[config.mk]
export PLATFORM = sky130hd
export DESIGN_NAME = axi_injector_scheduler
export DESIGN_NICKNAME = d
export VERILOG_FILES = /design/src/rtl/axi_injector_pkg.sv /design/src/rtl/axi_injector_arbiter.sv /design/src/rtl/axi_injector_scheduler.sv
export SDC_FILE = /design/constraint.sdc
export NUM_CORES = 1
export LEC_CHECK = 0
export CELL_PAD_IN_SITES_DETAIL_PLACEMENT = 1
export CELL_PAD_IN_SITES_GLOBAL_PLACEMENT = 2
export CORE_ASPECT_RATIO = 1.5
export CORE_MARGIN = 2
export CORE_UTILIZATION = 25
export DETAILED_ROUTE_END_ITERATION = 8
export PLACE_DENSITY = 0.78
export SKIP_LAST_GASP = 1
export SLEW_MARGIN = 40
export SYNTH_ARGS = -nofsm -noshare
export SYNTH_HDL_FRONTEND = slang
export SYNTH_SLANG_ARGS = --single-unit
export TNS_END_PERCENT = 1
[constraint.sdc]
create_clock -name aclk_i -period 2.79 [get_ports aclk_i]
set_input_delay 0.558 -clock aclk_i [delete_from_list [all_inputs] [get_ports aclk_i]]
set_output_delay 0.558 -clock aclk_i [all_outputs]
set_load 0.05 [all_outputs]
[src/rtl/axi_injector_pkg.sv]
// Shared AXI encodings, scheduler states and the latched command descriptor.
package axi_injector_pkg;

  localparam int AXI_ADDR_WIDTH = 32;
  localparam int AXI_LEN_WIDTH  = 8;

  typedef enum logic [1:0] {
    FIXED = 2'b00,
    INCR  = 2'b01,
    WRAP  = 2'b10
  } axi_burst_t;

  typedef enum logic [1:0] {
    OKAY   = 2'b00,
    EXOKAY = 2'b01,
    SLVERR = 2'b10,
    DECERR = 2'b11
  } axi_resp_t;

  typedef enum logic [1:0] {
    IDLE        = 2'b00,
    ISSUE_WRITE = 2'b01,
    ISSUE_READ  = 2'b10
  } scheduler_state_t;

  typedef struct packed {
    logic [AXI_ADDR_WIDTH-1:0] addr;
    logic [AXI_LEN_WIDTH-1:0]  len;
    logic [2:0]                size;
  } cmd_t;

endpackage

[src/rtl/axi_injector_arbiter.sv]
// Two-requester round-robin (bit 0 = write, bit 1 = read), combinational grant, no added latency.
// The last-grant pointer moves only on an accepted grant, so a requester that stalls keeps its turn.
module axi_injector_arbiter (
  input  logic       clk_i,
  input  logic       rst_ni,
  input  logic [1:0] req_i,
  input  logic       accept_i,
  output logic [1:0] gnt_o
);

  logic last_wr_q, last_wr_d;

  always_comb begin
    gnt_o     = 2'b00;
    last_wr_d = last_wr_q;
    if (req_i[0] && (!req_i[1] || !last_wr_q)) begin
      gnt_o = 2'b01;
    end else if (req_i[1]) begin
      gnt_o = 2'b10;
    end
    if (accept_i) begin
      last_wr_d = gnt_o[0];
    end
  end

  always_ff @(posedge clk_i or negedge rst_ni) begin
    if (!rst_ni) begin
      last_wr_q <= 1'b0;
    end else begin
      last_wr_q <= last_wr_d;
    end
  end

endmodule

[src/rtl/axi_injector_scheduler.sv]
// Round-robin write/read command scheduler issuing one AXI burst per command; issue valids are registered (cmd hs at N -> valid at N+1).
// Command ready only in IDLE for the granted side and below the per-direction outstanding cap; valids hold until their handshake.
module axi_injector_scheduler
  import axi_injector_pkg::*;
#(
  parameter int ID_WIDTH        = 24,
  parameter int MAX_OUTSTANDING = 8,
  parameter int COUNT_WIDTH     = $clog2(MAX_OUTSTANDING + 1)
) (
  input  logic                   aclk_i,
  input  logic                   aresetn_i,
  input  logic                   enable_i,
  input  logic                   wcmd_valid_i,
  output logic                   wcmd_ready_o,
  input  logic [31:0]            wcmd_addr_i,
  input  logic [7:0]             wcmd_len_i,
  input  logic [2:0]             wcmd_size_i,
  input  logic                   rcmd_valid_i,
  output logic                   rcmd_ready_o,
  input  logic [31:0]            rcmd_addr_i,
  input  logic [7:0]             rcmd_len_i,
  input  logic [2:0]             rcmd_size_i,
  output logic [ID_WIDTH-1:0]    awid_o,
  output logic [31:0]            awaddr_o,
  output logic [7:0]             awlen_o,
  output logic [2:0]             awsize_o,
  output logic [1:0]             awburst_o,
  output logic                   awvalid_o,
  input  logic                   awready_i,
  output logic                   wburst_valid_o,
  input  logic                   wburst_ready_i,
  output logic [7:0]             wburst_len_o,
  input  logic [ID_WIDTH-1:0]    bid_i,
  input  logic [1:0]             bresp_i,
  input  logic                   bvalid_i,
  output logic                   bready_o,
  output logic [ID_WIDTH-1:0]    arid_o,
  output logic [31:0]            araddr_o,
  output logic [7:0]             arlen_o,
  output logic [2:0]             arsize_o,
  output logic [1:0]             arburst_o,
  output logic                   arvalid_o,
  input  logic                   arready_i,
  input  logic [ID_WIDTH-1:0]    rid_i,
  input  logic [1:0]             rresp_i,
  input  logic                   rlast_i,
  input  logic                   rvalid_i,
  output logic                   rready_o,
  output logic [COUNT_WIDTH-1:0] write_outstanding_o,
  output logic [COUNT_WIDTH-1:0] read_outstanding_o,
  output logic [31:0]            write_done_count_o,
  output logic [31:0]            read_done_count_o,
  output logic [15:0]            error_count_o,
  output logic                   idle_o
);

  localparam logic [COUNT_WIDTH-1:0] MAX_CNT = COUNT_WIDTH'(MAX_OUTSTANDING);

  scheduler_state_t       state_q, state_d;
  cmd_t                   aw_q, aw_d, ar_q, ar_d;
  logic                   awvalid_q, awvalid_d, wvalid_q, wvalid_d, arvalid_q, arvalid_d;
  logic [ID_WIDTH-1:0]    awid_q, awid_d, arid_q, arid_d;
  logic [COUNT_WIDTH-1:0] wr_out_q, wr_out_d, rd_out_q, rd_out_d;
  logic [31:0]            wr_done_q, wr_done_d, rd_done_q, rd_done_d;
  logic [15:0]            err_q, err_d;
  logic [16:0]            err_sum;
  logic [1:0]             req, gnt;
  logic                   wcmd_hs, rcmd_hs, aw_hs, w_hs, ar_hs, b_hs, r_hs, rlast_hs;
  logic                   wr_under, rd_under, w_err, r_err;
  logic                   unused_ids;

  // IDs are not matched; responses retire in arrival order.
  assign unused_ids = ^{bid_i, rid_i};

  assign req[0] = (state_q == IDLE) && enable_i && wcmd_valid_i && (wr_out_q < MAX_CNT);
  assign req[1] = (state_q == IDLE) && enable_i && rcmd_valid_i && (rd_out_q < MAX_CNT);

  axi_injector_arbiter u_arb (
    .clk_i    (aclk_i),
    .rst_ni   (aresetn_i),
    .req_i    (req),
    .accept_i (wcmd_hs || rcmd_hs),
    .gnt_o    (gnt)
  );

  // Readies are combinational from the grant; gate with reset so none shows while held in reset.
  assign wcmd_ready_o = aresetn_i && gnt[0];
  assign rcmd_ready_o = aresetn_i && gnt[1];

  assign wcmd_hs  = wcmd_valid_i && wcmd_ready_o;
  assign rcmd_hs  = rcmd_valid_i && rcmd_ready_o;
  assign aw_hs    = awvalid_q && awready_i;
  assign w_hs     = wvalid_q && wburst_ready_i;
  assign ar_hs    = arvalid_q && arready_i;
  assign b_hs     = bvalid_i;
  assign r_hs     = rvalid_i;
  assign rlast_hs = rvalid_i && rlast_i;

  always_comb begin
    state_d = state_q;
    case (state_q)
      IDLE: begin
        if (wcmd_hs)      state_d = ISSUE_WRITE;
        else if (rcmd_hs) state_d = ISSUE_READ;
      end
      ISSUE_WRITE: begin
        if ((!awvalid_q || awready_i) && (!wvalid_q || wburst_ready_i)) state_d = IDLE;
      end
      ISSUE_READ: begin
        if (ar_hs) state_d = IDLE;
      end
      default: state_d = IDLE;
    endcase
  end

  always_comb begin
    aw_d      = aw_q;
    ar_d      = ar_q;
    awvalid_d = awvalid_q && !aw_hs;
    wvalid_d  = wvalid_q && !w_hs;
    arvalid_d = arvalid_q && !ar_hs;
    if (wcmd_hs) begin
      aw_d      = {wcmd_addr_i, wcmd_len_i, wcmd_size_i};
      awvalid_d = 1'b1;
      wvalid_d  = 1'b1;
    end
    if (rcmd_hs) begin
      ar_d      = {rcmd_addr_i, rcmd_len_i, rcmd_size_i};
      arvalid_d = 1'b1;
    end
    awid_d = aw_hs ? awid_q + ID_WIDTH'(1) : awid_q;
    arid_d = ar_hs ? arid_q + ID_WIDTH'(1) : arid_q;

    wr_out_d = wr_out_q;
    wr_under = 1'b0;
    if (aw_hs && !b_hs) begin
      wr_out_d = wr_out_q + COUNT_WIDTH'(1);
    end else if (b_hs && !aw_hs) begin
      if (wr_out_q == '0) wr_under = 1'b1;
      else                wr_out_d = wr_out_q - COUNT_WIDTH'(1);
    end

    rd_out_d = rd_out_q;
    rd_under = 1'b0;
    if (ar_hs && !rlast_hs) begin
      rd_out_d = rd_out_q + COUNT_WIDTH'(1);
    end else if (rlast_hs && !ar_hs) begin
      if (rd_out_q == '0) rd_under = 1'b1;
      else                rd_out_d = rd_out_q - COUNT_WIDTH'(1);
    end

    wr_done_d = b_hs     ? wr_done_q + 32'd1 : wr_done_q;
    rd_done_d = rlast_hs ? rd_done_q + 32'd1 : rd_done_q;

    // At most one error per direction per cycle; saturate at all-ones.
    w_err   = b_hs && ((axi_resp_t'(bresp_i) != OKAY) || wr_under);
    r_err   = r_hs && ((axi_resp_t'(rresp_i) != OKAY) || rd_under);
    err_sum = {1'b0, err_q} + 17'(w_err) + 17'(r_err);
    err_d   = err_sum[16] ? 16'hFFFF : err_sum[15:0];
  end

  always_ff @(posedge aclk_i or negedge aresetn_i) begin
    if (!aresetn_i) begin
      state_q   <= IDLE;
      aw_q      <= '0;
      ar_q      <= '0;
      awvalid_q <= 1'b0;
      wvalid_q  <= 1'b0;
      arvalid_q <= 1'b0;
      awid_q    <= '0;
      arid_q    <= '0;
      wr_out_q  <= '0;
      rd_out_q  <= '0;
      wr_done_q <= '0;
      rd_done_q <= '0;
      err_q     <= '0;
    end else begin
      state_q   <= state_d;
      aw_q      <= aw_d;
      ar_q      <= ar_d;
      awvalid_q <= awvalid_d;
      wvalid_q  <= wvalid_d;
      arvalid_q <= arvalid_d;
      awid_q    <= awid_d;
      arid_q    <= arid_d;
      wr_out_q  <= wr_out_d;
      rd_out_q  <= rd_out_d;
      wr_done_q <= wr_done_d;
      rd_done_q <= rd_done_d;
      err_q     <= err_d;
    end
  end

  assign awid_o              = awid_q;
  assign awaddr_o            = aw_q.addr;
  assign awlen_o             = aw_q.len;
  assign awsize_o            = aw_q.size;
  assign awburst_o           = INCR;
  assign awvalid_o           = awvalid_q;
  assign wburst_valid_o      = wvalid_q;
  assign wburst_len_o        = aw_q.len;
  assign bready_o            = 1'b1;
  assign arid_o              = arid_q;
  assign araddr_o            = ar_q.addr;
  assign arlen_o             = ar_q.len;
  assign arsize_o            = ar_q.size;
  assign arburst_o           = INCR;
  assign arvalid_o           = arvalid_q;
  assign rready_o            = 1'b1;
  assign write_outstanding_o = wr_out_q;
  assign read_outstanding_o  = rd_out_q;
  assign write_done_count_o  = wr_done_q;
  assign read_done_count_o   = rd_done_q;
  assign error_count_o       = err_q;
  assign idle_o              = (state_q == IDLE) && (wr_out_q == '0) && (rd_out_q == '0);

endmodule

# ---- After elaboration in Yosys (flattened, before gate mapping)
# Cells that the tools add are included.
dict set report word_totals {
  ff_bits 228
  latchBits 0
  ramBits 0
  rom_bits 0
  inputBits 149
  mem_count 0
}
dict set report op_classes {
  n_addsub 10
  mul 0
  div 0
  order_cmp 2
  n_eq_ne 7
  shift 0
  mux 23
  bitwise_logic 0
  n_reduce_logical 51
}
# cell n
set ops {}
lappend ops {{adder 32 x 1 -> 32 bit, second input constant} 2}
lappend ops {{adder 24 x 1 -> 24 bit, second input constant} 2}
lappend ops {{logical AND 1 bit} 26}
lappend ops {{2-to-1 mux 4 bit} 6}
lappend ops {{adder 16 x 1 -> 17 bit} 1}
lappend ops {{adder 17 x 1 -> 17 bit} 1}
lappend ops {{2-to-1 mux 16 bit} 1}
lappend ops {{2-to-1 mux 2 bit} 6}
lappend ops {{logical NOT 1 bit} 9}
lappend ops {{2-to-1 mux 1 bit} 9}
lappend ops {{adder 4 x 1 -> 4 bit, second input constant} 2}
lappend ops {{logical NOT 4 bit} 2}
lappend ops {{less-than comparator 4 bit, second input constant} 2}
lappend ops {{!= test 2 bit, second input constant} 4}
lappend ops {{nonzero test 2 bit} 4}
lappend ops {{subtractor 4 x 1 -> 4 bit, second input constant} 2}
lappend ops {{logical OR 1 bit} 6}
lappend ops {{case mux 2 bit (3 select lines)} 1}
lappend ops {{AND reduction 2 bit} 2}
lappend ops {{!= test 3 bit, second input constant} 1}
lappend ops {{AND reduction 3 bit} 1}
lappend ops {{== test 2 x 1 -> 1 bit, second input constant} 1}
lappend ops {{== test 2 bit, second input constant} 1}
lappend ops {{logical NOT 2 bit} 1}

# ---- Longest topological paths before layout
dict set report depth {
  word_depth 13
  ltp_mapped 14
  ltp_nobuf 13
}

# ---- Hierarchy
# From an unflattened synthesis, not the netlist that was laid out.
dict set report unflattened {
  hier_cells 818
  hier_area_um2 10003.3
}
# mod instances cells_each area_per_inst_um2 seq_area_each_um2
set modules_own_cells {}
lappend modules_own_cells {axi_injector_scheduler 1 813 9940.8 5680.4}
lappend modules_own_cells {axi_injector_arbiter 1 5 62.6 25.0}

# ---- Worst setup path after synthesis
# OpenSTA, ideal clock, no wires.
dict set report synth_timing {
  kind {reg2reg}
  startpoint {register rd_out_q[0] (netlist: read_outstanding_o[0])}
  endpoint {register err_q[0] (netlist: error_count_o[0])}
  arrival_time_ps 3291
  required_time_ps 2722
  setup_slack_ps -569
  stages_incl_launch_ff 13
  n_path_buf 1
  path_cell_list {dfrtp_1 > or4_1 > nor2_1 > a211o_1 > nand2_1 > fa_1 > inv_1 > ha_1 > nand2_1 > nor4_1 > nand4_1 > clkbuf_1 > nand2_1}
}
dict set report synth_via {
  elab_chain_cells 8
}
# item line
set synth_lines {}
lappend synth_lines {{from (decl)} axi_injector_scheduler.sv:63} ;# logic [COUNT_WIDTH-1:0] wr_out_q, wr_out_d, rd_out_q, rd_out_d;
lappend synth_lines {{from (signal assigned)} axi_injector_scheduler.sv:187} ;# rd_out_q <= rd_out_d;
lappend synth_lines {{logical NOT 4 bit} axi_injector_scheduler.sv:148} ;# if (rd_out_q == '0) rd_under = 1'b1;
lappend synth_lines {{2-to-1 mux 1 bit} axi_injector_scheduler.sv:148}
lappend synth_lines {{2-to-1 mux 1 bit} axi_injector_scheduler.sv:147} ;# end else if (rlast_hs && !ar_hs) begin
lappend synth_lines {{2-to-1 mux 1 bit} axi_injector_scheduler.sv:145} ;# if (ar_hs && !rlast_hs) begin
lappend synth_lines {{logical OR 1 bit} axi_injector_scheduler.sv:157} ;# r_err = r_hs && ((axi_resp_t'(rresp_i) != OKAY) || rd_under);
lappend synth_lines {{logical AND 1 bit} axi_injector_scheduler.sv:157}
lappend synth_lines {{adder 17 x 1 -> 17 bit} axi_injector_scheduler.sv:158} ;# err_sum = {1'b0, err_q} + 17'(w_err) + 17'(r_err);
lappend synth_lines {{2-to-1 mux 16 bit} axi_injector_scheduler.sv:159} ;# err_d = err_sum[16] ? 16'hFFFF : err_sum[15:0];
lappend synth_lines {{via err_d[0]} axi_injector_scheduler.sv:65} ;# logic [15:0] err_q, err_d;
lappend synth_lines {{to (signal assigned)} axi_injector_scheduler.sv:190} ;# err_q <= err_d;
lappend synth_lines {{to (decl)} axi_injector_scheduler.sv:65}
# The timed path passes the listed nets, and every way through them passes these cells.
# A chain may end at the register's enable or synchronous reset.

# ---- Worst setup path after layout
dict set report layout_timing {
  startpoint {register rd_out_q[3] (netlist: read_outstanding_o[3])}
  endpoint {register err_q[11] (netlist: error_count_o[11])}
}
# The elaborated chain is that of the path after synthesis.

==> results.sh <==
export IMPL_vias=7690
export IMPL_required_ps=3260
export IMPL_hold_path_class="flop to flop"
export IMPL_drc=0
export IMPL_fin_crit_sh=0.9705
export IMPL_p_clk_frac=0.223
export IMPL_dpl_hpwl_um=23070
export IMPL_nets=1361
export IMPL_coreArea_mm2=0.03931
export IMPL_p_leak_uw=0.006607
export IMPL_ios=391
export IMPL_p_per_area_mw_per_mm2=1041
export IMPL_synth_xor_area_frac=0.1074
export IMPL_seqPwrFrac=0.308
export IMPL_antenna_found_initial=1
export IMPL_final_util=0.3877
export IMPL_cp_end_kind="flop"
export IMPL_port_buffers=336
export IMPL_seq_area_mm2=0.005705
export IMPL_final_setup_worst_slack_ps=82.22
export IMPL_clock_fmax_ghz=0.3693
export IMPL_finalHoldViolations=0
export IMPL_synth_flop_cell="dfrtp_1"
export IMPL_n_antenna_cell=0
export IMPL_htree_levels=1
export IMPL_final_setup_viol_count=0
export IMPL_dieArea_mm2=0.04144
export IMPL_drv_cap=0
export IMPL_outcome="finished clean"
export IMPL_initialDrtViolationCount=242
export IMPL_dp_slack_ps=-742.4
export IMPL_comb_power_share=0.469
export IMPL_grt_overflow=0
export IMPL_clk_pin_slew_ps=60
export IMPL_clockBufferDepth=3
export IMPL_yosys_warnings=0
export IMPL_grt_pass1_vias=8477
export IMPL_synth_compound_area_share=0.01547
export IMPL_ys_seq_elements=228
export IMPL_gp_congestion=0.7462
export IMPL_critPathSlowestCell="or4_4"
export IMPL_cp_top_family="simple AND/OR/NAND/NOR gates"
export IMPL_die_y_um=248.3
export IMPL_max_slew_margin=0.5358
export IMPL_crit_chain="or4_4 -> nor2_4 -> a211o_1 -> nand2_2 -> fa_2 -> buf_4 -> nor2b_4 -> buf_6 -> nand4_1 -> or3_1 -> nand3_1"
export IMPL_synth_adder_area_share=0.02239
export IMPL_synthTopCellsByArea="dfrtp_1 57%, mux2_2 10%, xnor2_1 7.0%, xor2_1 3.7%, nand3_1 2.6%"
export IMPL_multi_input_area_mm2=0.004080
export IMPL_holdPathStages=1
export IMPL_drive_gt1_frac=0.1870
export IMPL_drtAntennaViolNets=0
export IMPL_synth_mux_area_frac=0.1050
export IMPL_wl_um=30910
export IMPL_synthCells=807
export IMPL_swShare=0.4319
export IMPL_synth_simple_gate_area_frac=0.1454
export IMPL_track_usage=0.1454
export IMPL_crit_type="flop to flop"
export IMPL_cts_tree="done"
export IMPL_area_growth_synth_to_final_pct=53.19
export IMPL_initial_utilization=0.2531
export IMPL_grt_start_max_net_pins=115
export IMPL_syn_area_per_cell_um2=12.33
export IMPL_synth_top_area_cell="dfrtp_1"
export IMPL_cts_buffers=26
export IMPL_clock_skew_ps=9.996
export IMPL_finalCriticalPeriod_ps=2708
export IMPL_yosysTopAreaCellShare=0.5735
export IMPL_synth_top_family_by_area="simple AND/OR/NAND/NOR gates"
export IMPL_switchingPower_uw=6854
export IMPL_crit_buf_inv=2
export IMPL_synth_area_mm2=0.009948
export IMPL_critPathLaunchType="flop"
export IMPL_fill_cells=4301
export IMPL_ys_seq_area_frac=0.5735
export IMPL_rows=89
export IMPL_r2r_cells=11
export IMPL_worst_slew_pin_slew_ps=696.3
export IMPL_total_power_uw=15870
export IMPL_synth_edf_count=0
export IMPL_slew_violations=0
export IMPL_p_int_uw=9014
export IMPL_max_stage_delay_ps=560
export IMPL_drt_wirelength_per_cell_um=18.03
export IMPL_dieWidth_um=166.9
export IMPL_grt_pass1_wl_um=48330
export IMPL_vdd_ir_drop_max_uv=519.5
export IMPL_cp_num_cells=11
export IMPL_cts_sinks=228
export IMPL_clock_root_buffer="clkbuf_16"
export IMPL_arrival_ps=3180
export IMPL_rsz0062_at_grt="true"
export IMPL_dr_pass1_iters=4
export IMPL_clock_latency_ps=540
export IMPL_viasPerCell=4.487
export IMPL_crit_fanout=4
export IMPL_async_flop_share=1.000
export IMPL_ys_types=45
[layout by cell type (no fill, tap or decap), types with 6 or more instances in the layout]
master	instances
dfrtp_1	228
xnor2_1	80
nand2_1	56
nor3_1	21
ha_1	12
clkbuf_16	27
inv_1	24
clkbuf_8	6
or2_2	7
nor4_1	8
o21ai_0	9
conb_1	6
and4_1	6
buf_4	46
mux2_2	91
and3_1	13
nand4_1	39
xor2_1	42
nor2_1	22
buf_12	6
nand3_1	52
clkdlybuf4s50_1	332
[path summary, 6_finish.rpt]
kind | end | slack [ps] | startpoint
setup / recovery | error_count_o[11]$_DFF_PN0_ | 80 | read_outstanding_o[3]$_DFFE_PN0P_
hold / removal | read_done_count_o[31]$_DFFE_PN0P_ | 470 | read_done_count_o[31]$_DFFE_PN0P_
setup reg to reg | error_count_o[11]$_DFF_PN0_ | 80 | read_outstanding_o[3]$_DFFE_PN0P_
hold reg to reg | read_done_count_o[31]$_DFFE_PN0P_ | 470 | read_done_count_o[31]$_DFFE_PN0P_
max in group asynchronous | read_done_count_o[14]$_DFFE_PN0P_ | 1340 | aresetn_i
min in group asynchronous | awid_o[20]$_DFFE_PN0P_ | 480 | aresetn_i
[synth_stat cells (all sizes together) (4+ instances only)]
library cell and instances:
dfrtp 228, mux2 91, xnor2 80, nand2 60, nand3 52, xor2 42
nand4 40, buf 26, inv 26, nor2 24, nor3 24, nor4 15
and3 14, ha 13, o21ai 9, and4 7, or2 7, clkbuf 6
a21oi 5, and2 5, a21o 4, nor2b 4
[layer usage]
| metal | wire, um | part of all wire | vias to the layer above | global-route usage |
|---|---|---|---|---|
| met5 | 11 | 0.00036 | - | 0 |
| met4 | 695 | 0.022 | 2 | 0.04234 |
| met3 | 1276 | 0.041 | 43 | 0.02494 |
| met2 | 17090 | 0.55 | 175 | 0.2725 |
| met1 | 11830 | 0.38 | 3926 | 0.1693 |
| li1 | - | - | 3544 | - |
[cell families after synthesis]
family | count (synthesis)
AND/OR/NAND/NOR | 264
flip-flops | 228
AO/OA/AOI/OAI | 24
multiplexers | 93
XOR/XNOR | 122
adder cells (fa/ha/maj) | 16
buffers and inverters | 58
other | 2
[registers in the layout, indices dropped and copies added (netlist names), 8 cells and up]
register / flops
arid_o: 24
araddr_o: 32
arlen_o: 8
error_count_o: 16
awlen_o: 8
write_done_count_o: 32
awaddr_o: 32
awid_o: 24
read_done_count_o: 32
[worst reg2reg max path, cell delays in order, from the launching register on]
cell and delay [ps]:
dfrtp_1 380, or4_4 560, nor2_4 100, a211o_1 150, nand2_2 70, fa_2 400
buf_4 160, nor2b_4 120, buf_6 120, nand4_1 140, or3_1 380, nand3_1 80
[layout make-up]
type,count,area share
Sequential cell,228,0.3744
Multi-Input combinational cell,525,0.2677
Timing Repair Buffer,389,0.2525
Clock buffer,35,0.05025
Tap cell,500,0.04105
Clock inverter,11,0.007718
Inverter,26,0.006404
[stage by stage]
stage	hold slack, ps	cell area [um2]	TNS [ps]	instances
2_1_floorplan	262.4	9976	-6072	811
3_3_place_gp	455.4	14210	-9811	1665
3_5_place_dp	455.6	14210	-11190	1665
4_1_cts	460.1	15160	-1.231	1712
5_1_grt	488.8	15240	-1379	1714
6_report	473.8	15240	0	1714
[power by group through the flow]
stage | Combinational, uW | Sequential [uW] | Clock (uW)
final | 7440 | 4890 | 3540
after global routing | 7760 | 5030 | 3770
after floorplan | 1580 | 7920 | 0
after CTS | 7470 | 4900 | 3660
after detailed placement | 7420 | 4940 | 0
after global placement | 7330 | 4890 | 0
[repair_timing]
action	4_1_cts	5_1_grt
hold endpoints to repair	31	0
setup endpoints to repair	16	18
buffers inserted	0	1
pin swaps	5	12
hold buffers	1	0
resized for setup	12	13
No activity file was read; power rests on OpenSTA's default activity.
